## src/rtl/partition_sweep_pkg.sv

```systemverilog
// Shared types, sizing constants and helper function for the partition sweep sequencer.
package partition_sweep_pkg;

  localparam int NUM_IN_DEF  = 7;
  localparam int NUM_OUT_DEF = 4;
  localparam int N_PAT       = 1 << NUM_IN_DEF;
  localparam int HD_W        = NUM_IN_DEF + $clog2(NUM_OUT_DEF + 1);

  typedef enum logic [1:0] {
    IDLE   = 2'd0,
    SETTLE = 2'd1,
    EMIT   = 2'd2,
    DONE   = 2'd3
  } sweep_state_t;

  function automatic logic [5:0] popcount(input logic [31:0] v);
    logic [5:0] c;
    c = '0;
    for (int i = 0; i < 32; i++) begin
      c = c + {5'd0, v[i]};
    end
    return c;
  endfunction

endpackage

```

## src/rtl/partition_sweep_ctrl_popcount.sv

```systemverilog
// Number of bit positions where the approximate and exact partition outputs differ.
module partition_popcount
  import partition_sweep_pkg::*;
#(
  parameter int W  = 4,
  parameter int CW = $clog2(W + 1)
) (
  input  logic [W-1:0]  i_a,
  input  logic [W-1:0]  i_b,
  output logic [CW-1:0] o_cnt
);

  logic [31:0] w_diff;
  logic [5:0]  w_pc;

  assign w_diff = 32'(i_a ^ i_b);
  assign w_pc   = popcount(w_diff);
  assign o_cnt  = CW'(w_pc);

endmodule

```

## src/rtl/partition_sweep_ctrl.sv

```systemverilog
// Sweeps every input pattern through a partition, emits one truth-table row per
// pattern on a valid/ready stream and accumulates mismatch / Hamming-distance totals.
module partition_sweep_ctrl
  import partition_sweep_pkg::*;
#(
  parameter int NUM_IN  = NUM_IN_DEF,
  parameter int NUM_OUT = NUM_OUT_DEF,
  parameter int DUT_LAT = 1
) (
  input  logic                                   clk,
  input  logic                                   rst,
  input  logic                                   start,
  input  logic                                   abort,
  output logic [NUM_IN-1:0]                      pattern_o,
  input  logic [NUM_OUT-1:0]                     dut_po_i,
  input  logic [NUM_OUT-1:0]                     gold_po_i,
  output logic                                   row_valid,
  input  logic                                   row_ready,
  output logic [NUM_IN-1:0]                      row_idx,
  output logic [NUM_OUT-1:0]                     row_data,
  output logic                                   busy,
  output logic                                   done,
  output logic [NUM_IN:0]                        err_count,
  output logic [NUM_IN+$clog2(NUM_OUT+1)-1:0]    hd_sum
);

  localparam int CNT_W = $clog2(NUM_OUT + 1);
  localparam int SUM_W = NUM_IN + CNT_W;
  localparam int LAT_W = (DUT_LAT > 1) ? $clog2(DUT_LAT) : 1;

  sweep_state_t r_state, w_state_next;

  logic [NUM_IN-1:0]  r_pattern;
  logic [LAT_W-1:0]   r_settle_cnt;
  logic [NUM_IN-1:0]  r_row_idx;
  logic [NUM_OUT-1:0] r_row_data;
  logic [NUM_IN:0]    r_err_count;
  logic [SUM_W-1:0]   r_hd_sum;

  logic [CNT_W-1:0]   w_hd;
  logic               w_mismatch;
  logic               w_last_settle;
  logic               w_last_pattern;

  partition_popcount #(
    .W  (NUM_OUT),
    .CW (CNT_W)
  ) u_popcount (
    .i_a   (dut_po_i),
    .i_b   (gold_po_i),
    .o_cnt (w_hd)
  );

  assign w_mismatch     = (dut_po_i != gold_po_i);
  assign w_last_settle  = (r_settle_cnt == LAT_W'(DUT_LAT - 1));
  assign w_last_pattern = &r_pattern;

  always_comb begin
    w_state_next = r_state;
    case (r_state)
      IDLE:   if (start) w_state_next = SETTLE;
      SETTLE: begin
        if (abort)              w_state_next = IDLE;
        else if (w_last_settle) w_state_next = EMIT;
      end
      EMIT: begin
        if (abort)          w_state_next = IDLE;
        else if (row_ready) w_state_next = w_last_pattern ? DONE : SETTLE;
      end
      DONE:    w_state_next = IDLE;
      default: w_state_next = IDLE;
    endcase
  end

  always_ff @(posedge clk) begin
    if (rst) begin
      r_state <= IDLE;
    end else begin
      r_state <= w_state_next;
    end
  end

  // Accumulation is tied to the final settle edge, so stalls in EMIT never recount.
  always_ff @(posedge clk) begin
    if (rst) begin
      r_pattern    <= '0;
      r_settle_cnt <= '0;
      r_row_idx    <= '0;
      r_row_data   <= '0;
      r_err_count  <= '0;
      r_hd_sum     <= '0;
    end else begin
      case (r_state)
        IDLE: begin
          if (start) begin
            r_pattern    <= '0;
            r_settle_cnt <= '0;
            r_err_count  <= '0;
            r_hd_sum     <= '0;
          end
        end
        SETTLE: begin
          if (!abort) begin
            if (w_last_settle) begin
              r_settle_cnt <= '0;
              r_row_idx    <= r_pattern;
              r_row_data   <= dut_po_i;
              r_err_count  <= r_err_count + (NUM_IN + 1)'(w_mismatch);
              r_hd_sum     <= r_hd_sum + SUM_W'(w_hd);
            end else begin
              r_settle_cnt <= r_settle_cnt + 1'b1;
            end
          end
        end
        EMIT: begin
          if (!abort && row_ready && !w_last_pattern) begin
            r_pattern <= r_pattern + 1'b1;
          end
        end
        default: ;
      endcase
    end
  end

  assign pattern_o = r_pattern;
  assign row_valid = (r_state == EMIT);
  assign row_idx   = r_row_idx;
  assign row_data  = r_row_data;
  assign busy      = (r_state == SETTLE) || (r_state == EMIT);
  assign done      = (r_state == DONE);
  assign err_count = r_err_count;
  assign hd_sum    = r_hd_sum;

endmodule

```

## config.mk

```make
export PLATFORM = sky130hd
export DESIGN_NAME = partition_sweep_ctrl
export DESIGN_NICKNAME = d
export VERILOG_FILES = /design/src/rtl/partition_sweep_pkg.sv /design/src/rtl/partition_sweep_ctrl_popcount.sv /design/src/rtl/partition_sweep_ctrl.sv
export SDC_FILE = /design/constraint.sdc
export NUM_CORES = 1
export LEC_CHECK = 0
export ABC_AREA = 1
export CAP_MARGIN = 20
export CORE_MARGIN = 5
export CORE_UTILIZATION = 35
export DETAILED_ROUTE_END_ITERATION = 6
export PLACE_DENSITY = 0.67
export REMOVE_ABC_BUFFERS = 1
export SLEW_MARGIN = 20
export SYNTH_ARGS = -nofsm -noshare
export SYNTH_HDL_FRONTEND = slang
export SYNTH_SLANG_ARGS = --single-unit
```

## constraint.sdc

```tcl
create_clock -name clk -period 5.1 [get_ports clk]
set_input_delay 0.51 -clock clk [delete_from_list [all_inputs] [get_ports clk]]
set_output_delay 0.51 -clock clk [all_outputs]
set_load 0.05 [all_outputs]
```

==> impl_metrics.json <==
{
  "fin_tns_setup_ns": 0,
  "syn_area_per_cell_sq_um": 6.993,
  "ys_seq_area_frac": 0.3579,
  "start_util": 0.3590,
  "critPathTopFamily": "adder cells",
  "yosysMostFrequentCell": "nand2_1",
  "hold_slack_ns": 0.4605,
  "skew_ns": 0.004095,
  "startpoint_type": "primary input",
  "synth.area.top_cells": "dfxtp_1 (36%), nand2_1 (12%), ha_1 (7.7%)",
  "cap_violations": 0,
  "yosysUniqueCellTypes": 30,
  "cp_num_cells": 15,
  "cpPeakStageDelay_ns": 0.49,
  "synth_area_sq_um": 2126,
  "worst_setup_path_end_kind": "flop",
  "period_share": 0.5825,
  "crit_slowest_cell": "clkdlybuf4s50_1",
  "synth-edff-count": 0,
  "antenna_left": 0,
  "clk_pin_slew_ns": 0.08,
  "grt_usage": 0.1370,
  "overflow": 0,
  "drc": 0,
  "p_leak_nw": 1.137,
  "crit_buf_inv": 4,
  "yosysTopAreaCellShare": 0.3579,
  "rsz0062_at_grt": "no",
  "grt_max_degree": 18,
  "setup_viol": 0,
  "reg2reg_depth": 9,
  "async_reset_ff_frac": 0,
  "cts-root-buf": "clkbuf_8",
  "fin_nets": 382,
  "crit_arrival_ns": 3.16,
  "num_antenna_cells": 0,
  "post-route-util": 0.4672,
  "post_cts_buffers": 0,
  "via_count": 2052,
  "dp_hpwl_um": 3865,
  "core_sq_um": 5921,
  "clk_latency_ns": 0.29,
  "synth_top_area_cell": "dfxtp_1",
  "dieArea_sq_um": 7733,
  "max_freq_mhz": 336.6,
  "final-max-slew-violation-count": 0,
  "clockBufferDepth": 2,
  "fp.dieW_um": 87.94,
  "fp.dieH_um": 87.94,
  "syn_to_final_growth_pct": 30.14,
  "hold_class": "reg2reg",
  "synth-main-ff-cell": "dfxtp_1",
  "synthTopCellsByCount": "nand2_1 (69), nor2_1 (43), dfxtp_1 (38)",
  "rows": 28,
  "grt_pass1_vias": 1974,
  "htreeDepth": 2,
  "grt_antenna_before_repair": 0,
  "drt_iter0_drc": 90,
  "ys_ff_latch": 38,
  "vias_per_cell": 4.772,
  "worstMarginPinSlew_ns": 0.5199,
  "syn_inst": 304,
  "portBuffers": 51,
  "min_path_cells": 2,
  "io_pins": 52,
  "finalWirelength_um": 5009,
  "fin_crit_ns": 2.971,
  "cp_max_fo": 3,
  "drive_above_1_share": 0.06479,
  "status": "finished, final reports clean",
  "ys_warn_count": 0,
  "cts_resized": 0,
  "relSlewSlack": 0.6523,
  "drtPass1Iterations": 4,
  "crit_chain": "clkdlybuf4s50_1 -> xor2_1 -> inv_1 -> ha_1 -> inv_1 -> fa_1 -> inv_1 -> ha_1 -> fa_1 -> nand2_1 -> a21oi_4 -> nand2_2 -> nand2_1 -> nand2_1 -> nor2_1",
  "grt_first_pass_wirelength_um": 8549,
  "tritoncts": "yes",
  "critPathKind": "in2reg",
  "clock_sinks": 38,
  "wl_per_cell_um": 11.65,
  "hold_viol": 0,
  "irDropWorstVdd_uv": 165.4,
  "powerDensity_nw_per_um2": 271.9,
  "globalplace.congestion": 0.7689,
  "cts_buffers": 5,
  "worstPathRequired_ns": 5.29,
  "ctsHoldBuffers": 0
}
-- routing by layer --
| metal | global-route usage | vias to the layer above | part of all wire |
|---|---|---|---|
| met5 | 0 | - | 0 |
| met4 | 0.03347 | 0 | 0.0084 |
| met3 | 0.03857 | 6 | 0.064 |
| met2 | 0.2295 | 50 | 0.46 |
| met1 | 0.1741 | 923 | 0.46 |
| li1 | - | 1073 | - |
-- layout by cell type, fill, tap and decap left out, types with 2 or more instances in the layout --
cell,count
nor2_2,2
clkbuf_8,6
nand2_2,4
nor2_1,43
ha_1,13
a211oi_1,2
inv_1,36
clkdlybuf4s50_1,51
o21ai_0,17
inv_2,2
xnor2_1,3
nand3_1,23
nand2_1,69
nand4_1,5
nand3_2,2
fa_1,2
dfxtp_1,38
a21oi_1,24
nor3_1,2
-- report_power, final --
group          switching [mW]  internal (mW)  leakage, nW  total, mW
sequential             0.0135          0.312        0.309      0.325
clock                   0.109          0.109       0.0482      0.218
combinational           0.138         0.0707        0.780      0.209
total                   0.260          0.492         1.14      0.752
-- kinds of logic after synthesis --
| family | count (synthesis) | share of synthesized area |
|---|---|---|
| flops | 38 | 0.3579 |
| fa+ha+maj | 15 | 0.09535 |
| xor+xnor | 4 | 0.01648 |
| buf+inv | 47 | 0.09594 |
| compound gates | 45 | 0.1154 |
| simple gates | 155 | 0.3190 |
-- worst min-delay path, stage by stage (launching register included) --
cell	delay [ns]
dfxtp_1	0.33
inv_1	0.05
a21oi_1	0.05
-- final timing paths --
kind	start	end	slack, ns
worst min register to register	err_count[4]	err_count[4]	0.46
worst min-delay path	err_count[4]	err_count[4]	0.46
worst max register to register	r_state[0]	hd_sum[7]	2.91
worst max-delay path	dut_po_i[0]	hd_sum[6]	2.13
-- through the flow --
stage	instance area [sq um]	total power [mW]	std cells	setup slack [ns]
finish	2766	0.7522	430	2.129
global route	2766	0.7945	430	1.958
CTS	2766	0.7581	430	2.120
detailed placement	2675	0.5421	422	1.821
global placement	2675	0.5399	422	1.901
floorplan	2071	0.4746	296	2.460
-- state kept, by name, indices dropped and copies added (netlist names) --
signal,count
pattern_o,7
row_data,4
err_count,8
hd_sum,10
r_state,2
row_idx,7
-- cell type report --
class	instances	area, sq um
tap	75	93.84
clock inverter	1	5.005
clock buffer	7	86.33
multi-input combinational	219	1161
timing repair buffer	51	510.5
sequential	38	760.7
inverter	39	148.9
fill	607	3154
Note: power is estimated with default switching activity, not from simulation.
